### src/rtl/fetch_stage.sv
// Instruction-fetch front end: credit-limited pipelined imem requests, in-order word buffer, redirect flush.
// Optional FETCH_MISALIGN_CHECK_EN adds fetch_misaligned and a HALT state for misaligned redirect targets.
module fetch_stage #(
  parameter int                    DATA_WIDTH  = 32,
  parameter int                    INSTRUCTION = 32,
  parameter int                    FIFO_DEPTH  = 2,
  parameter logic [DATA_WIDTH-1:0] RESET_PC    = '0
) (
  input  logic                   clk,
  input  logic                   rst,
  output logic                   imem_req,
  output logic [DATA_WIDTH-1:0]  imem_addr,
  input  logic                   imem_ready,
  input  logic                   imem_rvalid,
  input  logic [INSTRUCTION-1:0] imem_rdata,
  input  logic                   redirect_en,
  input  logic [DATA_WIDTH-1:0]  redirect_pc,
  output logic [INSTRUCTION-1:0] instruction,
  output logic [DATA_WIDTH-1:0]  instr_pc,
  output logic                   instr_valid,
`ifdef FETCH_MISALIGN_CHECK_EN
  output logic                   fetch_misaligned,
`endif
  input  logic                   decode_ready
);

  localparam int AW = $clog2(FIFO_DEPTH);
  localparam int CW = AW + 1;
  localparam logic [CW-1:0] DEPTH_C = CW'(FIFO_DEPTH);

`ifdef FETCH_MISALIGN_CHECK_EN
  typedef enum logic [1:0] {BOOT, RUN, HALT} state_t;
`else
  typedef enum logic [0:0] {BOOT, RUN} state_t;
`endif

  state_t                  state, state_n;
  logic [DATA_WIDTH-1:0]   pc_next;
  logic [CW-1:0]           pending, discard, fifo_count;
  logic [AW-1:0]           fifo_wr, fifo_rd, pcq_wr, pcq_rd;
  logic [INSTRUCTION-1:0]  fifo_data [FIFO_DEPTH];
  logic [DATA_WIDTH-1:0]   fifo_pc   [FIFO_DEPTH];
  logic [DATA_WIDTH-1:0]   pcq       [FIFO_DEPTH];

  logic                    resp, keep, pop, accept, credit_ok, misaligned;
  logic [CW:0]             live;
  logic [DATA_WIDTH-1:0]   redir_target;

  // Stale responses (discard>0) still occupy pending, so they are subtracted from the live occupancy.
  assign live      = {1'b0, fifo_count} + {1'b0, pending} - {1'b0, discard};
  assign credit_ok = (live < {1'b0, DEPTH_C}) && (pending < DEPTH_C);
  assign resp      = imem_rvalid && (pending != '0);
  assign keep      = resp && (discard == '0) && !redirect_en;
  assign pop       = instr_valid && decode_ready;
  assign accept    = imem_req && imem_ready;
  assign imem_addr = pc_next;

`ifdef FETCH_MISALIGN_CHECK_EN
  assign misaligned   = (redirect_pc[1:0] != 2'b00);
  assign redir_target = redirect_pc;
`else
  assign misaligned   = 1'b0;
  assign redir_target = redirect_pc & ~DATA_WIDTH'(3);
`endif

  assign instr_valid = (fifo_count != '0);
  assign instruction = instr_valid ? fifo_data[fifo_rd] : '0;
  assign instr_pc    = instr_valid ? fifo_pc[fifo_rd]   : '0;

  always_comb begin
    state_n  = state;
    imem_req = 1'b0;
    case (state)
      BOOT: state_n = (redirect_en && misaligned) ? state_t'(2) : RUN;
      RUN: begin
        imem_req = credit_ok && !redirect_en;
        if (redirect_en && misaligned) state_n = state_t'(2);
      end
`ifdef FETCH_MISALIGN_CHECK_EN
      HALT: if (redirect_en && !misaligned) state_n = RUN;
`endif
      default: state_n = BOOT;
    endcase
  end

  always_ff @(posedge clk or negedge rst) begin
    if (!rst) begin
      state      <= BOOT;
      pc_next    <= RESET_PC;
      pending    <= '0;
      discard    <= '0;
      fifo_count <= '0;
      fifo_wr    <= '0;
      fifo_rd    <= '0;
      pcq_wr     <= '0;
      pcq_rd     <= '0;
    end else begin
      state   <= state_n;
      pending <= pending + CW'(accept) - CW'(resp);
      if (redirect_en) begin
        pc_next    <= redir_target;
        discard    <= pending - CW'(resp);
        fifo_count <= '0;
        fifo_wr    <= '0;
        fifo_rd    <= '0;
        pcq_wr     <= '0;
        pcq_rd     <= '0;
      end else begin
        if (accept) begin
          pc_next <= pc_next + DATA_WIDTH'(4);
          pcq_wr  <= pcq_wr + 1'b1;
        end
        if (resp && discard != '0) discard <= discard - 1'b1;
        if (keep) begin
          pcq_rd  <= pcq_rd + 1'b1;
          fifo_wr <= fifo_wr + 1'b1;
        end
        if (pop) fifo_rd <= fifo_rd + 1'b1;
        fifo_count <= fifo_count + CW'(keep) - CW'(pop);
      end
    end
  end

  // Payload storage carries no reset; occupancy counters qualify every read.
  always_ff @(posedge clk) begin
    if (accept) pcq[pcq_wr] <= pc_next;
    if (keep) begin
      fifo_data[fifo_wr] <= imem_rdata;
      fifo_pc[fifo_wr]   <= pcq[pcq_rd];
    end
  end

`ifdef FETCH_MISALIGN_CHECK_EN
  always_ff @(posedge clk or negedge rst) begin
    if (!rst) fetch_misaligned <= 1'b0;
    else      fetch_misaligned <= (state_n == HALT);
  end
`endif

endmodule

### config.mk
export PLATFORM = sky130hd
export DESIGN_NAME = fetch_stage
export DESIGN_NICKNAME = d
export VERILOG_FILES = /design/src/rtl/fetch_stage.sv
export SDC_FILE = /design/constraint.sdc
export NUM_CORES = 1
export LEC_CHECK = 0
export ABC_AREA = 1
export CAP_MARGIN = 5
export CORE_AREA = 2 2 134 136
export CTS_CLUSTER_DIAMETER = 120
export DETAILED_ROUTE_END_ITERATION = 10
export DIE_AREA = 0 0 136 138
export PLACE_DENSITY = 0.81
export REMOVE_ABC_BUFFERS = 1
export SYNTH_ARGS = -nofsm -noshare
export SYNTH_HDL_FRONTEND = slang
export SYNTH_SLANG_ARGS = --single-unit
### constraint.sdc
create_clock -name clk -period 8.4 [get_ports clk]
set_clock_uncertainty 0.2 [all_clocks]
set_input_delay 0.84 -clock clk [delete_from_list [all_inputs] [get_ports clk]]
set_output_delay 0.84 -clock clk [all_outputs]
set_load 0.02 [all_outputs]
==> results by group <==
Status
  • Outcome: finished, final reports clean

Critical path
  • Crit path max fanout: 5
  • CP endpoint kind: primary output
  • Cell count of the worst reg-to-reg path: 7
  • CP required: 7360 ps
  • R2r setup slk: 4950 ps
  • Worst path max stage delay: 590 ps
  • Worst r2r src: pending[1]
  • Critical-path cell list: fa_1 -> inv_1 -> fa_1 -> nand2_1 -> nor3_4 -> nand2_1 -> inv_1 -> clkdlybuf4s50_1
  • WP data arrival: 3160 ps
  • Setup crit end: imem_req
  • R2r endpoint: pcq[0][23]
  • Slowest CP cell: clkdlybuf4s50_1
  • Setup CP Type: flip-flop to primary output
  • CP startpoint kind: flip-flop
  • Critical path origin: pending[1]

Clock tree
  • Longest Clk Path Bufs: 3
  • Cts hold-fix bufs: 0
  • Skew-Pair Late Insertion Delay: 500 ps
  • Postcts setup bufs: 0
  • CTS clk-pin slew, worst paths: 60 ps
  • CTS tree: built
  • Num CTS Buffers: 23
  • CTS sink count: 225
  • Root Buffer: clkbuf_16
  • H-tree levels: 1
  • Post-CTS sizing: 0

STA
  • Final min period: 4200 ps
  • Fin. max-slew vios: 0
  • Hold Vio Cnt, Final: 0
  • Hold slack: 299 ps
  • Post-Route Setup TNS: 0 ps
  • Measured slew at the worst slew-check pin: 1130 ps
  • Setup-failing EPs final: 0
  • Fmax: 238 MHz
  • Slew margin rel.: 25.0%
  • RSZ-0062 raised after global routing: false
  • Final period util: 50.0%

Layout
  • Fillers: 1,263
  • Final #Nets: 1,167
  • Area delta synth->final: 25.9%
  • # diodes: 0
  • Finished Core Util: 69.4%
  • Share of post-route cells with drive strength above 1: 5.53%
  • Post-Layout Inst Area: 12,200 µm²

Floorplanning
  • Chip width: 136 µm
  • Die Y: 138 µm
  • I/O pins: 168
  • Initial core utilization: 55.1%
  • Die Area: 18,800 µm²
  • Placement Rows: 49
  • Core ar.: 17,500 µm²

Drt
  • DRT iter0 DRCs: 615
  • DRC viols: 0
  • DRT Wirelength: 20,600 µm
  • Drt via density: 5.20
  • Drt wl/cell: 15.5 µm
  • Vias: 6,932
  • Post-route antenna net violation count: 0
  • Pre-antenna DRT Iters: 6

Synthesis
  • Warnings, synthesis: 0
  • Area leader, netlist: edfxtp_1
  • Synthesized area: 9670 µm²
  • Count of cell types in the netlist: 29
  • Sequential area share after synthesis: 67.8%
  • Synth area leaders: edfxtp_1, nand2_1, dfrtp_1, nand3_1, a21oi_1
  • Synthesized area per cell: 10.4 µm²
  • Share of the synthesized area in the top cell type: 57.2%
  • FF+latch count, synth: 225
  • Synth Instances: 931

Global routing
  • GRT overflow: 0
  • Vias in the first global route: 6,844
  • Pin count of the biggest net entering global routing: 65
  • Gr usage total: 22.4%
  • First-pass GRT wire length: 33,600 µm
  • Initial antenna violation count: 0

Placed design
  • # port buffers: 161
  • DPL Wire Length: 12,700 µm
  • Placer congestion estimate: 0.882
  • Dpl cell area: 11,400 µm²

Power
  • Pwr Density: 297 nW/µm²
  • Peak supply drop: 0.218 mV
  • Static leakage: 4.73 nW

Worst hold path
  • Worst Hold Class: primary input to asynchronous set/reset pin

Flow run
  • Max_cap viols: 0
## cells in the mapped netlist
cell / n
nand3_4: 1
o21bai_1: 8
buf_6: 3
xnor2_1: 7
nand2_1: 383
nor3_4: 1
buf_1: 1
edfxtp_1: 184
nor2_2: 3
nand2_2: 2
nor3_1: 1
inv_1: 54
nor2_1: 42
fa_1: 2
inv_2: 3
o211ai_1: 2
or2_2: 3
buf_4: 4
xor2_1: 4
ha_1: 8
nand3_1: 66
a21oi_1: 63
clkbuf_1: 27
nand3b_1: 1
dfrtp_1: 41
and2_1: 2
o21ai_0: 8
conb_1: 2
buf_2: 5
## through the flow
stage | worst slack (ps) | std cells | total power, mW
floorplan | 2330 | 894 | 2.13
global placement | 4800 | 1291 | 2.62
detailed placement | 4710 | 1291 | 2.66
CTS | 4160 | 1333 | 3.64
global route | 4080 | 1333 | 3.80
finish | 4200 | 1333 | 3.62
## layer usage
layer,global-route usage [%],wire length [µm],vias up
met3,4.44,1510,21
li1,-,-,3400
met4,5.10,259,0
met2,38.1,10200,250
met5,0,0,-
met1,29.9,8630,3261
## kinds of logic (layout without fill, tap and decap cells)
group | count (synthesis) | after routing | share of synthesized area, %
AO/OA/AOI/OAI | 81 | 81 | 4.45
XOR/XNOR | 11 | 11 | 0.996
adder cells (fa/ha/maj) | 10 | 10 | 1.45
buffers and inverters | 97 | 267 | 4.22
flip-flops | 225 | 225 | 67.8
other | 2 | 5 | 0.0777
AND/OR/NAND/NOR | 505 | 505 | 21.0
## flip-flops by register name, summed over array words and instances, names as in the netlist
| register | flops |
|---|---|
| fifo_data | 64 |
| discard | 2 |
| fifo_wr | 1 |
| pcq_wr | 1 |
| pcq | 60 |
| imem_addr | 30 |
| fifo_rd | 1 |
| pcq_rd | 1 |
| fifo_pc | 60 |
| fifo_count | 2 |
| pending | 2 |
| state | 1 |
## final cells by class
class                           instances  area (µm²)  share of cell area [%]
Inverter                               57         214                    1.76
Clock inverter                         16         140                    1.15
Timing Repair Buffer                  168        1660                    13.6
Clock buffer                           26         587                    4.82
Tap cell                              229         287                    2.35
Multi-Input combinational cell        612        2740                    22.5
Sequential cell                       225        6550                    53.8
## layout by cell type (no fill, tap or decap), types with 2 or more instances in the layout
cell             netlist  layout
clkinvlp_4             0       5
bufinv_16              0       2
edfxtp_1             184     184
clkinv_2               0       3
inv_1                 54      53
xnor2_1                7       7
inv_2                  3       4
a21oi_1               63      63
dfrtp_1               41      40
o21bai_1               8       8
or2_2                  3       3
conb_1                 2       5
nand3_1               66      66
o211ai_1               2       2
clkbuf_16              0      23
o21ai_0                8       8
nor2_1                42      39
clkdlybuf4s50_1        0     160
fa_1                   2       2
nand2_2                2       2
and2_1                 2       2
nor2_2                 3       5
clkinv_1               0       5
buf_4                  4       7
nand2_1              383     383
ha_1                   8       8
xor2_1                 4       4
clkbuf_1              27       3
## how the worst min path moves through the flow
stage / start / endpoint / slack, ps
after floorplan: pending[0] / pending[0] / 290
final: rst / pending[0] / 300
after detailed placement: pending[0] / pending[0] / 320
after global routing: pending[0] / pending[0] / 340
after global placement: pcq[0][22] / fifo_pc[0][22] / 310
after CTS: rst / pcq_wr / 320
## power by group
| part | switching, mW | internal [mW] | total (mW) |
|---|---|---|---|
| sequential | 0.115 | 1.36 | 1.48 |
| combinational | 0.704 | 0.459 | 1.16 |
| clock | 0.408 | 0.566 | 0.974 |
| total | 1.23 | 2.39 | 3.62 |
## critical path, delay by kind of cell, from the launching register on
family,cells,cell delay [ps]
adders and majority gates,2,1100
buffers and inverters,3,710
DFF,1,480
and+or+nand+nor,3,350
Note: power is estimated with default switching activity, not from simulation.
